==> src/rtl/coeff_token_enc_pipe.sv <==
// Two-stage CAVLC coeff_token encoder: nC/table select, then ROM or FLC lookup.
// Define CHROMA_DC_EN to build in the chroma DC (nC = -1) table.
module coeff_token_enc_pipe #(
    parameter int NUM_WIDTH  = 5,
    parameter int CODE_WIDTH = 16,
    parameter int LEN_WIDTH  = 5
) (
    input  logic                  clk,
    input  logic                  rst_n,
    input  logic                  in_valid,
    output logic                  in_ready,
    input  logic [NUM_WIDTH-1:0]  total_coeff,
    input  logic [1:0]            trailing_ones,
    input  logic [NUM_WIDTH-1:0]  n_a,
    input  logic [NUM_WIDTH-1:0]  n_b,
    input  logic                  avail_a,
    input  logic                  avail_b,
    input  logic                  chroma_dc,
    output logic                  out_valid,
    input  logic                  out_ready,
    output logic [CODE_WIDTH-1:0] code_val,
    output logic [LEN_WIDTH-1:0]  code_len,
    output logic                  err
);

    typedef enum logic [2:0] {
        SEL_T0  = 3'd0,
        SEL_T1  = 3'd1,
        SEL_T2  = 3'd2,
        SEL_FLC = 3'd3,
        SEL_CDC = 3'd4
    } tab_sel_t;

    // Each row packs the four TrailingOnes entries {t1=3, t1=2, t1=1, t1=0}, entry = {len-1, value}.
    function automatic logic [31:0] t0_row(input logic [4:0] tc);
        case (tc)
            5'd0:    t0_row = 32'h00000001;
            5'd1:    t0_row = 32'h00001155;
            5'd2:    t0_row = 32'h00215477;
            5'd3:    t0_row = 32'h43657687;
            5'd4:    t0_row = 32'h53758697;
            5'd5:    t0_row = 32'h648596A7;
            5'd6:    t0_row = 32'h7495A6CF;
            5'd7:    t0_row = 32'h84A5CECB;
            5'd8:    t0_row = 32'h94CDCAC8;
            5'd9:    t0_row = 32'hA4C9DEDF;
            5'd10:   t0_row = 32'hCCDDDADB;
            5'd11:   t0_row = 32'hDCD9EEEF;
            5'd12:   t0_row = 32'hD8EDEAEB;
            5'd13:   t0_row = 32'hECE9E1FF;
            5'd14:   t0_row = 32'hE8FDFEFB;
            5'd15:   t0_row = 32'hFCF9FAF7;
            5'd16:   t0_row = 32'hF8F5F6F4;
            default: t0_row = 32'h00000000;
        endcase
    endfunction

    function automatic logic [31:0] t1_row(input logic [4:0] tc);
        case (tc)
            5'd0:    t1_row = 32'h00000013;
            5'd1:    t1_row = 32'h0000125B;
            5'd2:    t1_row = 32'h00234757;
            5'd3:    t1_row = 32'h35595A67;
            5'd4:    t1_row = 32'h34555677;
            5'd5:    t1_row = 32'h46656674;
            5'd6:    t1_row = 32'h58757687;
            5'd7:    t1_row = 32'h548586AF;
            5'd8:    t1_row = 32'h64ADAEAB;
            5'd9:    t1_row = 32'h84A9AABF;
            5'd10:   t1_row = 32'hACBDBEBB;
            5'd11:   t1_row = 32'hA8B9BAB8;
            5'd12:   t1_row = 32'hBCCDCECF;
            5'd13:   t1_row = 32'hCCC9CACB;
            5'd14:   t1_row = 32'hC8C6DBC7;
            5'd15:   t1_row = 32'hC1DAD8D9;
            5'd16:   t1_row = 32'hD4D5D6D7;
            default: t1_row = 32'h00000000;
        endcase
    endfunction

    function automatic logic [31:0] t2_row(input logic [4:0] tc);
        case (tc)
            5'd0:    t2_row = 32'h0000003F;
            5'd1:    t2_row = 32'h00003E5F;
            5'd2:    t2_row = 32'h003D4F5B;
            5'd3:    t2_row = 32'h3C4E4C58;
            5'd4:    t2_row = 32'h3B4B4A6F;
            5'd5:    t2_row = 32'h3A49486B;
            5'd6:    t2_row = 32'h395D5E69;
            5'd7:    t2_row = 32'h38595A68;
            5'd8:    t2_row = 32'h4D6D6E7F;
            5'd9:    t2_row = 32'h5C6A7E7B;
            5'd10:   t2_row = 32'h6C7D7A8F;
            5'd11:   t2_row = 32'h7C798E8B;
            5'd12:   t2_row = 32'h788D8A88;
            5'd13:   t2_row = 32'h8C89879D;
            5'd14:   t2_row = 32'h9A9B9C99;
            5'd15:   t2_row = 32'h96979895;
            5'd16:   t2_row = 32'h92939491;
            default: t2_row = 32'h00000000;
        endcase
    endfunction

`ifdef CHROMA_DC_EN
    function automatic logic [31:0] cdc_row(input logic [4:0] tc);
        case (tc)
            5'd0:    cdc_row = 32'h00000011;
            5'd1:    cdc_row = 32'h00000157;
            5'd2:    cdc_row = 32'h00215654;
            5'd3:    cdc_row = 32'h55626353;
            5'd4:    cdc_row = 32'h60727352;
            default: cdc_row = 32'h00000000;
        endcase
    endfunction
`endif

    logic                 adv1_s, adv2_s;
    logic [NUM_WIDTH:0]   nb_sum_s, nc_s;
    tab_sel_t             sel_s;
    logic                 pre_err_s;

    logic                 s1_valid_r;
    logic [NUM_WIDTH-1:0] s1_tc_r;
    logic [1:0]           s1_t1_r;
    tab_sel_t             s1_sel_r;
    logic                 s1_err_r;

    logic [31:0]          rom_row_s;
    logic [7:0]           rom_entry_s;
    logic                 rom_used_s, sel_bad_s;
    logic [3:0]           tc_m1_s;
    logic [CODE_WIDTH-1:0] lk_val_s;
    logic [LEN_WIDTH-1:0]  lk_len_s;
    logic                  lk_err_s;

    assign adv2_s   = !out_valid || out_ready;
    assign adv1_s   = !s1_valid_r || adv2_s;
    assign in_ready = adv1_s;

    // Extra sum bit keeps the rounding average exact at the top of the count range.
    assign nb_sum_s = {1'b0, n_a} + {1'b0, n_b} + (NUM_WIDTH+1)'(1'b1);
    assign tc_m1_s  = s1_tc_r[3:0] - 4'd1;

    // nC from neighbour availability, then Table 9-5 column select.
    always_comb begin
        nc_s      = {(NUM_WIDTH+1){1'b0}};
        sel_s     = SEL_T0;
        pre_err_s = (total_coeff > NUM_WIDTH'(5'd16)) ||
                    (NUM_WIDTH'(trailing_ones) > total_coeff);
        if (avail_a && avail_b) begin
            nc_s = nb_sum_s >> 1;
        end else if (avail_a) begin
            nc_s = {1'b0, n_a};
        end else if (avail_b) begin
            nc_s = {1'b0, n_b};
        end else begin
            nc_s = {(NUM_WIDTH+1){1'b0}};
        end
        if (chroma_dc) begin
            sel_s = SEL_CDC;
        end else if (nc_s < (NUM_WIDTH+1)'(4'd2)) begin
            sel_s = SEL_T0;
        end else if (nc_s < (NUM_WIDTH+1)'(4'd4)) begin
            sel_s = SEL_T1;
        end else if (nc_s < (NUM_WIDTH+1)'(4'd8)) begin
            sel_s = SEL_T2;
        end else begin
            sel_s = SEL_FLC;
        end
    end

    // Stage 1 request register.
    always_ff @(posedge clk or negedge rst_n) begin
        if (!rst_n) begin
            s1_valid_r <= 1'b0;
            s1_tc_r    <= {NUM_WIDTH{1'b0}};
            s1_t1_r    <= 2'd0;
            s1_sel_r   <= SEL_T0;
            s1_err_r   <= 1'b0;
        end else if (adv1_s) begin
            s1_valid_r <= in_valid;
            if (in_valid) begin
                s1_tc_r  <= total_coeff;
                s1_t1_r  <= trailing_ones;
                s1_sel_r <= sel_s;
                s1_err_r <= pre_err_s;
            end
        end
    end

    // Stage 2 lookup; an all-zero ROM entry marks an undefined code.
    always_comb begin
        rom_row_s   = 32'h00000000;
        rom_used_s  = 1'b0;
        sel_bad_s   = 1'b0;
        lk_val_s    = {CODE_WIDTH{1'b0}};
        lk_len_s    = {LEN_WIDTH{1'b0}};
        lk_err_s    = 1'b0;
        case (s1_sel_r)
            SEL_T0:  begin rom_row_s = t0_row(s1_tc_r[4:0]); rom_used_s = 1'b1; end
            SEL_T1:  begin rom_row_s = t1_row(s1_tc_r[4:0]); rom_used_s = 1'b1; end
            SEL_T2:  begin rom_row_s = t2_row(s1_tc_r[4:0]); rom_used_s = 1'b1; end
            SEL_FLC: rom_used_s = 1'b0;
`ifdef CHROMA_DC_EN
            SEL_CDC: begin rom_row_s = cdc_row(s1_tc_r[4:0]); rom_used_s = 1'b1; end
`else
            SEL_CDC: sel_bad_s = 1'b1;
`endif
            default: sel_bad_s = 1'b1;
        endcase
        rom_entry_s = rom_row_s[{s1_t1_r, 3'b000} +: 8];
        if (s1_err_r || sel_bad_s || (rom_used_s && (rom_entry_s == 8'h00))) begin
            lk_err_s = 1'b1;
        end else if (rom_used_s) begin
            lk_val_s = CODE_WIDTH'(rom_entry_s[3:0]);
            lk_len_s = LEN_WIDTH'(rom_entry_s[7:4]) + LEN_WIDTH'(1'b1);
        end else if (s1_tc_r == NUM_WIDTH'(1'b0)) begin
            lk_val_s = CODE_WIDTH'(6'b000011);
            lk_len_s = LEN_WIDTH'(3'd6);
        end else begin
            lk_val_s = CODE_WIDTH'({tc_m1_s, s1_t1_r});
            lk_len_s = LEN_WIDTH'(3'd6);
        end
    end

    // Output register; holds while the consumer stalls.
    always_ff @(posedge clk or negedge rst_n) begin
        if (!rst_n) begin
            out_valid <= 1'b0;
            code_val  <= {CODE_WIDTH{1'b0}};
            code_len  <= {LEN_WIDTH{1'b0}};
            err       <= 1'b0;
        end else if (adv2_s) begin
            out_valid <= s1_valid_r;
            if (s1_valid_r) begin
                code_val <= lk_val_s;
                code_len <= lk_len_s;
                err      <= lk_err_s;
            end
        end
    end

endmodule
==> config.mk <==
export PLATFORM = sky130hd
export DESIGN_NAME = coeff_token_enc_pipe
export DESIGN_NICKNAME = d
export VERILOG_FILES = /design/src/rtl/coeff_token_enc_pipe.sv
export SDC_FILE = /design/constraint.sdc
export NUM_CORES = 1
export LEC_CHECK = 0
export ABC_AREA = 1
export CORE_UTILIZATION = 30
export CTS_CLUSTER_SIZE = 10
export DETAILED_ROUTE_END_ITERATION = 6
export PLACE_DENSITY = 0.55
export SYNTH_ARGS = -nofsm -noshare
export SYNTH_HDL_FRONTEND = slang
export SYNTH_SLANG_ARGS = --single-unit
==> constraint.sdc <==
create_clock -name clk -period 5 [get_ports clk]
set_clock_uncertainty 0.05 [all_clocks]
set_input_delay 0.5 -clock clk [delete_from_list [all_inputs] [get_ports clk]]
set_output_delay 0.5 -clock clk [all_outputs]
set_load 0.02 [all_outputs]
-- Yosys cells after proc, flatten, opt, wreduce, memory -nomap -nowiden
Memories as Yosys holds them, arrays and structs flattened.
Index checks and enable logic that the tools add are counted.
Widths: inputs -> output; s select.
- register bits: 35
- bits in read-only memories: 3040
- output and inout port bits: 24
- memories: 3
- memories (memory ; depth ; bits a word ; rd ports ; clocked after Yosys merged registers in ; write ports ; RTL line ; source):
    (name not given) ; 32 ; 32 ; 1 ; 0 ; 0 ; 59 ; case (tc)
    (name not given) ; 32 ; 32 ; 1 ; 0 ; 0 ; 82 ; case (tc)
    (name not given) ; 32 ; 31 ; 1 ; 0 ; 0 ; 36 ; case (tc)
- add/sub/neg operators: 4
- magnitude comparators: 5
- equality and inequality tests: 3
- shifts and indexed selects: 1
- mux-type cells: 16
- reductions and logical operators: 16
- operator list (cell ; number):
    $pmux 32 s3 ; 1
    $shiftx 32x6->8 ; 1
    $mux 6 ; 5
    $mux 5 ; 3
    $logic_not 8->1 ; 1
    $add 5x5->6 ; 1
    $add 6x1->6 const B ; 1
    $eq 3x2->1 const B ; 2
    $lt 6x2->1 const B ; 1
    $lt 6x3->1 const B ; 1
    $lt 6x4->1 const B ; 1
    $add 4x1->5 const B ; 1
    $gt 2x5->1 ; 1
    $gt 5x5->1 const B ; 1
    $logic_not 5->1 ; 1
    $logic_or 1x1->1 ; 5
    $mux 1 ; 4
    $mux 2 ; 2
    $reduce_and 2->1 ; 2
    $reduce_or 4->1 ; 1
    $sub 4x1->4 const B ; 1
    $eq 3x1->1 const B ; 1
    $logic_not 3->1 ; 1
    $mux 3 ; 1
    3 further kinds ; 5

-- Longest topological paths before layout
Gate-level depths: netlist (run 1).
- depth after elaboration: 8
- mapped depth: 22
- gate-level depth less buffers: 20

-- Worst setup path before layout (run 1)
No wires, ideal clock.
- path kind: register to register
- start: register s1_tc_r[0]
- end: register err
- data arrival time: 2.502 ns
- required time: 4.834 ns
- path slack: 2.332 ns
- cell stages (with the launch flop): 22
- path buffers: 3
- cells stage by stage: dfrtp_1 buf_2 inv_1 ha_1 nand2_2 nand2_4 buf_6 nand2_1 nor3_1 nor2_1 nand2_1 nand2_1 nand2_1 inv_1 ha_1 nand2_1 nor2_1 nand3_1 nand2_2 buf_6 nand2_2 nand2_1
- cells in the longest elaborated chain, start to end: 7
- elaborated cells between the ends (all ways): 9
- those cells by class: shift (1); mux (2); reduce/logical (3); memory (3)
- RTL lines (what ; RTL line ; source):
    start: declaration ; 123 ; logic [NUM_WIDTH-1:0] s1_tc_r;
    start signal: assignment ; 176 ; s1_tc_r <= {NUM_WIDTH{1'b0}};
    start signal: assignment ; 183 ; s1_tc_r <= total_coeff;
    $mem_v2 32x32, or another cell as far along ; - ;
    $pmux 32 s3 (*) ; 199 ; case (s1_sel_r)
    $shiftx 32x6->8 (*) ; 211 ; rom_entry_s = rom_row_s[{s1_t1_r, 3'b000} +: 8];
    $logic_not 8->1 (*) ; 212 ; if (s1_err_r || sel_bad_s || (rom_used_s && (rom_entry_s == 8'h00))) begin
    $logic_and 1x1->1 (*) ; 212 ;
    $logic_or 1x1->1 (*) ; 212 ;
    $mux 1 (*) ; 212 ;
    end signal: assignment ; 238 ; err <= lk_err_s;
    end: declaration ; 23 ; output logic err
Every way passes the cells marked *; elsewhere a longest branch is shown, timed or not.
A chain may end at the register's enable or synchronous reset.

-- Worst setup path in the final report (run 1)
- start: register s1_tc_r[1]
- end: register code_len[2]
- cells in the longest elaborated chain, start to end: 7
- elaborated cells between the ends (all ways): 11
- those cells by class: add/sub (1); shift (1); mux (3); reduce/logical (3); memory (3)
- RTL lines (what ; RTL line ; source):
    $mem_v2 32x32, or another cell as far along ; - ;
    $pmux 32 s3 (*) ; 199 ;
    $shiftx 32x6->8 (*) ; 211 ;
    branches (longest 3 deep; another with $add 4x1->5) ; - ;
    $mux 5 (*) ; 212 ;
    end signal: assignment ; 231 ; code_len <= {LEN_WIDTH{1'b0}};
    end signal: assignment ; 237 ; code_len <= lk_len_s;
    end: declaration ; 22 ; output logic [LEN_WIDTH-1:0] code_len,
Every way passes the cells marked *.

==> flow_metrics.env, run 1 <==
export IMPL_vias_per_cell=5.50
export IMPL_fin_crit_sh_pct=71.1
export IMPL_path_depth=17
export IMPL_dieHeight_um=113
export IMPL_fin_tns_setup_ns=0
export IMPL_htreeDepth=1
export IMPL_place_congestion=1.01
export IMPL_io_pins=48
export IMPL_cts_num_sinks=25
export IMPL_cp_data_required_time_ns=5.08
export IMPL_slowest_stage="dfrtp_1"
export IMPL_die_x_um=113
export IMPL_p_leak_nw=2.04
export IMPL_startpoint="s1_tc_r[1]$_DFFE_PN0P_"
export IMPL_crit_top_cell="nand2_1"
export IMPL_clock_latency_ns=0.26
export IMPL_cpLargestDelayFamily="simple AND/OR/NAND/NOR gates"
export IMPL_relSlewSlack_pct=24.9
export IMPL_power_frac_clock_pct=13.9
export IMPL_path_cells="inv_1 -> ha_1 -> inv_1 -> nand2_1 -> o21ai_0 -> nand2_1 -> a21oi_1 -> nand2_1 -> nand3_1 -> nand2_1 -> inv_1 -> ha_1 -> nand2_1 -> nor2_1 -> nand3_1 -> nand2_2 -> a21oi_1"
export IMPL_endpoint_kind="flop"
export IMPL_finalSetupViolCount=0
export IMPL_p_int_mw=0.598
export IMPL_ys_ff_latch=25
export IMPL_synthCells=646
export IMPL_p_comb_share_pct=63.6
export IMPL_critical_path_class="flop to flop"
export IMPL_synthDistinctLibCells=34
export IMPL_wl_mm=14.4
export IMPL_hold_class="flop to flop"
export IMPL_powerDensity_nw_per_um2=311
export IMPL_start_kind="flop"
export IMPL_drc=0
export IMPL_insertedDiodeCount=0
export IMPL_drtIter0Drc=410
export IMPL_dr_total_vias=4456
export IMPL_grt_setup_unrepaired="no"
export IMPL_outcome="completed"
export IMPL_postRouteAntennaNets=0
export IMPL_grt_max_degree=38
export IMPL_yosysWarnings=0
export IMPL_area_delta_synth_final_pct=12.1
export IMPL_ctsHoldBuffers=0
export IMPL_max_freq_mhz=281
export IMPL_worstReg2RegStart="s1_tc_r[1]$_DFFE_PN0P_"
export IMPL_reg2reg_slack_ns=1.44
export IMPL_yosysSeqAreaShare_pct=17.1
export IMPL_root_buffer="clkbuf_16"
export IMPL_path_clk_slew_ns=0.07
export IMPL_r2r_end="code_len[2]$_DFFE_PN0P_"
export IMPL_grt_pass1_wl_mm=22.9
export IMPL_syn_area_um2=3670
export IMPL_cp_endpoint="code_len[2]$_DFFE_PN0P_"
export IMPL_placed_area_um2=4030
export IMPL_ir_worst_vdd_mv=0.164
export IMPL_clockBufferDepth=2
export IMPL_hpwl_mm=11.0
export IMPL_cts_setup_buffers=0
export IMPL_cp_data_arrival_time_ns=3.63
export IMPL_power_switching_mw=0.679
export IMPL_seqPwrFrac_pct=22.5
export IMPL_port_buffers=37
export IMPL_slowest_delay_ns=0.73
export IMPL_grtUsageTotal_pct=23.1
export IMPL_p_total_mw=1.28
export IMPL_final_area_um2=4110
export IMPL_cts_buffers=3
export IMPL_grt_ovfl_total=0
export IMPL_dieArea_um2=12700
export IMPL_nets=709
export IMPL_post_place_ws_ns=1.53
export IMPL_dr_pass1_iters=6
export IMPL_rows=40
export IMPL_report_final_hold_viol_count=0
export IMPL_drv_cap=0
export IMPL_cts_tree="built"
export IMPL_most_common_layout_cells="nand2_1, nand3_1, nor2_1"
export IMPL_reg2reg_depth=17
export IMPL_final_common_cell="nand2_1"
export IMPL_min_period_ns=3.56
export IMPL_setup_ws_ns=1.44
export IMPL_path_max_fanout=13
export IMPL_swShare_pct=53.2
export IMPL_grt_pass1_vias=4308
export IMPL_synth_avg_cell_area_um2=5.68
export IMPL_start_util_pct=30.7
export IMPL_crit_buf_inv=3
export IMPL_wire_per_inst_um=17.7
export IMPL_postCtsResizedCells=0
export IMPL_core_area_um2=12000
export IMPL_antenna_found_initial=0
export IMPL_slew_violations=0
export IMPL_worst_slew_pin_slew_ns=1.12
export IMPL_drive_gt1_share_pct=5.73
[sequential cells by signal, indices dropped and copies added, names as in the netlist]
name        cells
code_val        6
s1_err_r        1
err             1
s1_sel_r        3
s1_valid_r      1
code_len        5
s1_t1_r         2
out_valid       1
s1_tc_r         5
[cell families after synthesis]
group,Yosys count,share of synthesized area (%)
other,1,0.102
xor gates and xnor gates,2,0.478
buffers and inverters,92,12.5
DFF,25,17.1
AOI/OAI and AO/OA,80,12.6
adders and majority gates,21,7.16
and+or+nand+nor,425,50.1
[Yosys cell counts, drive strengths merged]
cell type,count,area share (%)
o21ai,53,7.9
a22oi,1,0.20
xnor2,2,0.48
conb,1,0.10
nand2,226,24
o22ai,1,0.17
nand4,17,2.9
dfrtp,25,17
buf,30,6.1
nor2,75,8.3
ha,21,7.2
o211ai,2,0.41
nand3,101,14
nand3b,4,0.82
clkbuf,6,0.61
a21oi,18,2.8
inv,56,5.7
a31oi,1,0.17
nor3,1,0.14
a22o,2,0.48
a21o,1,0.20
or2,1,0.17
o221ai,1,0.24
[tightest hold or removal path, stage by stage (launching register included)]
cell and delay, ns:
dfrtp_1 0.34, nand2_1 0.06, o21ai_2 0.05
[layout make-up]
type / instances / area, µm²
Inverter: 56 / 210
Multi-Input combinational cell: 538 / 2620
Fill cell: 1339 / 7850
Clock inverter: 1 / 7.51
Tap cell: 147 / 184
Sequential cell: 25 / 626
Clock buffer: 3 / 75.1
Timing Repair Buffer: 40 / 393
[worst min-delay path by stage]
stage                                         end  depth (start not counted)                     from
after floorplan           code_len[0]$_DFFE_PN0P_                          0                    rst_n
after detailed placement     s1_err_r$_DFFE_PN0P_                          2     s1_err_r$_DFFE_PN0P_
final                     code_len[0]$_DFFE_PN0P_                          2  code_len[0]$_DFFE_PN0P_
after global routing         s1_err_r$_DFFE_PN0P_                          2     s1_err_r$_DFFE_PN0P_
after CTS                    s1_err_r$_DFFE_PN0P_                          2     s1_err_r$_DFFE_PN0P_
after global placement       s1_err_r$_DFFE_PN0P_                          2     s1_err_r$_DFFE_PN0P_
[power groups by stage]
stage                     registers (mW)  clock network [mW]  logic, mW
after floorplan                    0.304                   0      0.528
after detailed placement           0.290                   0      0.788
after CTS                          0.286               0.182      0.792
final                              0.287               0.178      0.812
after global placement             0.290                   0      0.799
after global routing               0.293               0.192      0.889
[per-stage QoR]
step                      cells  hold WS, ns  util [%]
after floorplan             655        0.154         -
after global placement      806        0.416      33.7
after detailed placement    806        0.419      33.7
after CTS                   810        0.436      34.4
after global routing        810        0.462      34.4
final                       810        0.433      34.4
[layer usage]
layer  GRT usage (%)  vias up  part of all wire (%)
met5               0        -                     0
met4            11.6        0                   4.8
li1                -     2133                     -
met3            4.10       52                   8.5
met1            29.7     2045                    43
met2            36.9      226                    44
No activity file was read; power rests on OpenSTA's default activity.
==> inputs of run 2 (changes only) <==
- clock period: 5 -> 3.69 ns (I/O delays scaled with it)
==> run 2 against run 1 <==
  * The run now ends with DRC left
  * Maximum frequency up 8.9%
  * Worst setup slack lost 1.0 ns
  * Utilization up 0.33 points
  * Critical path type unchanged
  * Largest cell class unchanged
  * Largest power group unchanged
==> flow_metrics.env, run 2 (synthesis results as in run 1) <==
export IMPL_max_freq_mhz=306
export IMPL_port_buffers=37
export IMPL_start_util_pct=30.7
export IMPL_most_common_layout_cells="nand2_1, nand3_1, nor2_1"
export IMPL_clockBufferDepth=2
export IMPL_hold_path_cell_count=2
export IMPL_place_congestion=1.00
export IMPL_wl_mm=14.8
export IMPL_cts_num_sinks=25
export IMPL_core_area_um2=12000
export IMPL_cts_tree="built"
export IMPL_p_leak_nw=2.06
export IMPL_reg2reg_slack_ns=0.43
export IMPL_drive_gt1_share_pct=6.74
export IMPL_cpLargestDelayFamily="simple AND/OR/NAND/NOR gates"
export IMPL_relSlewSlack_pct=26.4
export IMPL_grt_ovfl_total=0
export IMPL_antenna_found_initial=0
export IMPL_path_cells="inv_1 -> ha_1 -> inv_1 -> nand2_1 -> nand2_1 -> o21ai_0 -> nand2_1 -> nand3_1 -> nand3_1 -> nand2_1 -> inv_1 -> ha_1 -> nand2_1 -> nor2_1 -> nand3_1 -> nand2_2 -> o21ai_0"
export IMPL_dr_total_vias=4569
export IMPL_post_place_ws_ns=0.336
export IMPL_grtUsageTotal_pct=23.7
export IMPL_grt_setup_unrepaired="no"
export IMPL_dr_pass1_iters=7
export IMPL_min_to="s1_err_r$_DFFE_PN0P_"
export IMPL_vias_per_cell=5.61
export IMPL_slew_violations=0
export IMPL_start_kind="flop"
export IMPL_htreeDepth=1
export IMPL_critical_path_class="flop to flop"
export IMPL_cp_data_arrival_time_ns=3.39
export IMPL_hpwl_mm=11.4
export IMPL_report_final_hold_viol_count=0
export IMPL_hold_class="flop to flop"
export IMPL_setup_ws_ns=0.426
export IMPL_slowest_stage="dfrtp_2"
export IMPL_cts_buffers=3
export IMPL_drv_cap=0
export IMPL_ctsHoldBuffers=0
export IMPL_worst_slew_pin_slew_ns=1.10
export IMPL_largest_register_ffs=6
export IMPL_path_max_fanout=13
export IMPL_clock_latency_ns=0.26
export IMPL_nets=714
export IMPL_path_depth=17
export IMPL_top_register="code_val"
export IMPL_ir_worst_vdd_mv=0.296
export IMPL_root_buffer="clkbuf_16"
export IMPL_finalSetupViolCount=0
export IMPL_rows=40
export IMPL_fillers=1367
export IMPL_min_period_ns=3.26
export IMPL_grt_pass1_wl_mm=23.2
export IMPL_outcome="finished with violations"
export IMPL_grt_max_degree=36
export IMPL_placed_cells=811
export IMPL_crit_buf_inv=3
export IMPL_wire_per_inst_um=18.2
export IMPL_dieArea_um2=12700
export IMPL_drc=6
export IMPL_grt_pass1_vias=4254
export IMPL_cp_data_required_time_ns=3.81
export IMPL_reg2reg_depth=17
export IMPL_dieHeight_um=113
export IMPL_regArea_um2=628
export IMPL_fin_tns_setup_ns=0
export IMPL_worstReg2RegStart="s1_tc_r[0]$_DFFE_PN0P_"
export IMPL_io_pins=48
export IMPL_endpoint_kind="flop"
export IMPL_drtIter0Drc=374
export IMPL_path_clk_slew_ns=0.06
export IMPL_r2r_end="code_val[5]$_DFFE_PN0P_"
export IMPL_die_x_um=113
export IMPL_slowest_delay_ns=0.51
export IMPL_crit_top_cell="nand2_1"
export IMPL_area_delta_synth_final_pct=13.2
export IMPL_insertedDiodeCount=0
export IMPL_postRouteAntennaNets=0
export IMPL_fin_crit_sh_pct=88.5
export IMPL_cts_setup_buffers=0
export IMPL_min_from="s1_err_r$_DFFE_PN0P_"
export IMPL_largestRegisters="code_val: 6 flops, code_len: 5 flops, s1_tc_r: 5 flops"
export IMPL_final_cells=815
export IMPL_powerDensity_nw_per_um2=422
export IMPL_final_common_cell="nand2_1"
export IMPL_multi_input_area_um2=2620
export IMPL_violations="DRC"
run 2: area by class of cell:
| class | instances | share of cell area, % |
|---|---|---|
| clock buffer | 3 | 1.81 |
| clock inverter | 1 | 0.181 |
| inverter | 56 | 5.06 |
| multi-input combinational | 538 | 63.0 |
| sequential | 25 | 15.1 |
| tap | 147 | 4.43 |
| timing repair buffer | 45 | 10.4 |
run 2: metal layers:
metal | track usage (%) | up-vias | routed length (µm)
met5 | 0 | - | 0
met4 | 13.6 | 0 | 697
met3 | 2.32 | 55 | 1460
met2 | 37.4 | 315 | 6580
met1 | 31.5 | 2060 | 6080
li1 | - | 2139 | -
run 2: what timing repair did:
action                                 4_1_cts  5_1_grt
endpoints found under the hold margin        0        0
setup endpoints to repair                    0       12
resized for setup                            0        2
run 2: worst max path at each step:
stage,from,end,slack (ns)
2_1_floorplan,s1_tc_r[0]$_DFFE_PN0P_,err$_DFFE_PN0P_,1.02
3_3_place_gp,s1_tc_r[0]$_DFFE_PN0P_,code_val[5]$_DFFE_PN0P_,0.33
5_1_grt,s1_tc_r[0]$_DFFE_PN0P_,code_val[5]$_DFFE_PN0P_,0.1
4_1_cts,s1_tc_r[0]$_DFFE_PN0P_,code_val[5]$_DFFE_PN0P_,0.33
6_report,s1_tc_r[0]$_DFFE_PN0P_,code_val[5]$_DFFE_PN0P_,0.43
3_5_place_dp,s1_tc_r[0]$_DFFE_PN0P_,code_val[5]$_DFFE_PN0P_,0.34
run 2: power by group:
group / switching [mW] / internal (mW)
combinational: 0.786 / 0.347
clock: 0.0939 / 0.147
sequential: 0.0523 / 0.328
run 2: through the flow:
step | instance area [µm²] | hold WS, ns | utilization (%) | power [mW]
detailed placement | 4070 | 0.420 | 34.0 | 1.48
finish | 4150 | 0.432 | 34.7 | 1.75
global placement | 4070 | 0.417 | 34.0 | 1.51
global route | 4150 | 0.457 | 34.7 | 1.88
CTS | 4150 | 0.437 | 34.7 | 1.73
floorplan | 3700 | 0.0234 | - | 1.13
run 2: worst min-delay path, stage by stage, from the launching register on:
cell	delay [ns]
dfrtp_1	0.35
nand2_1	0.05
nand2_1	0.05
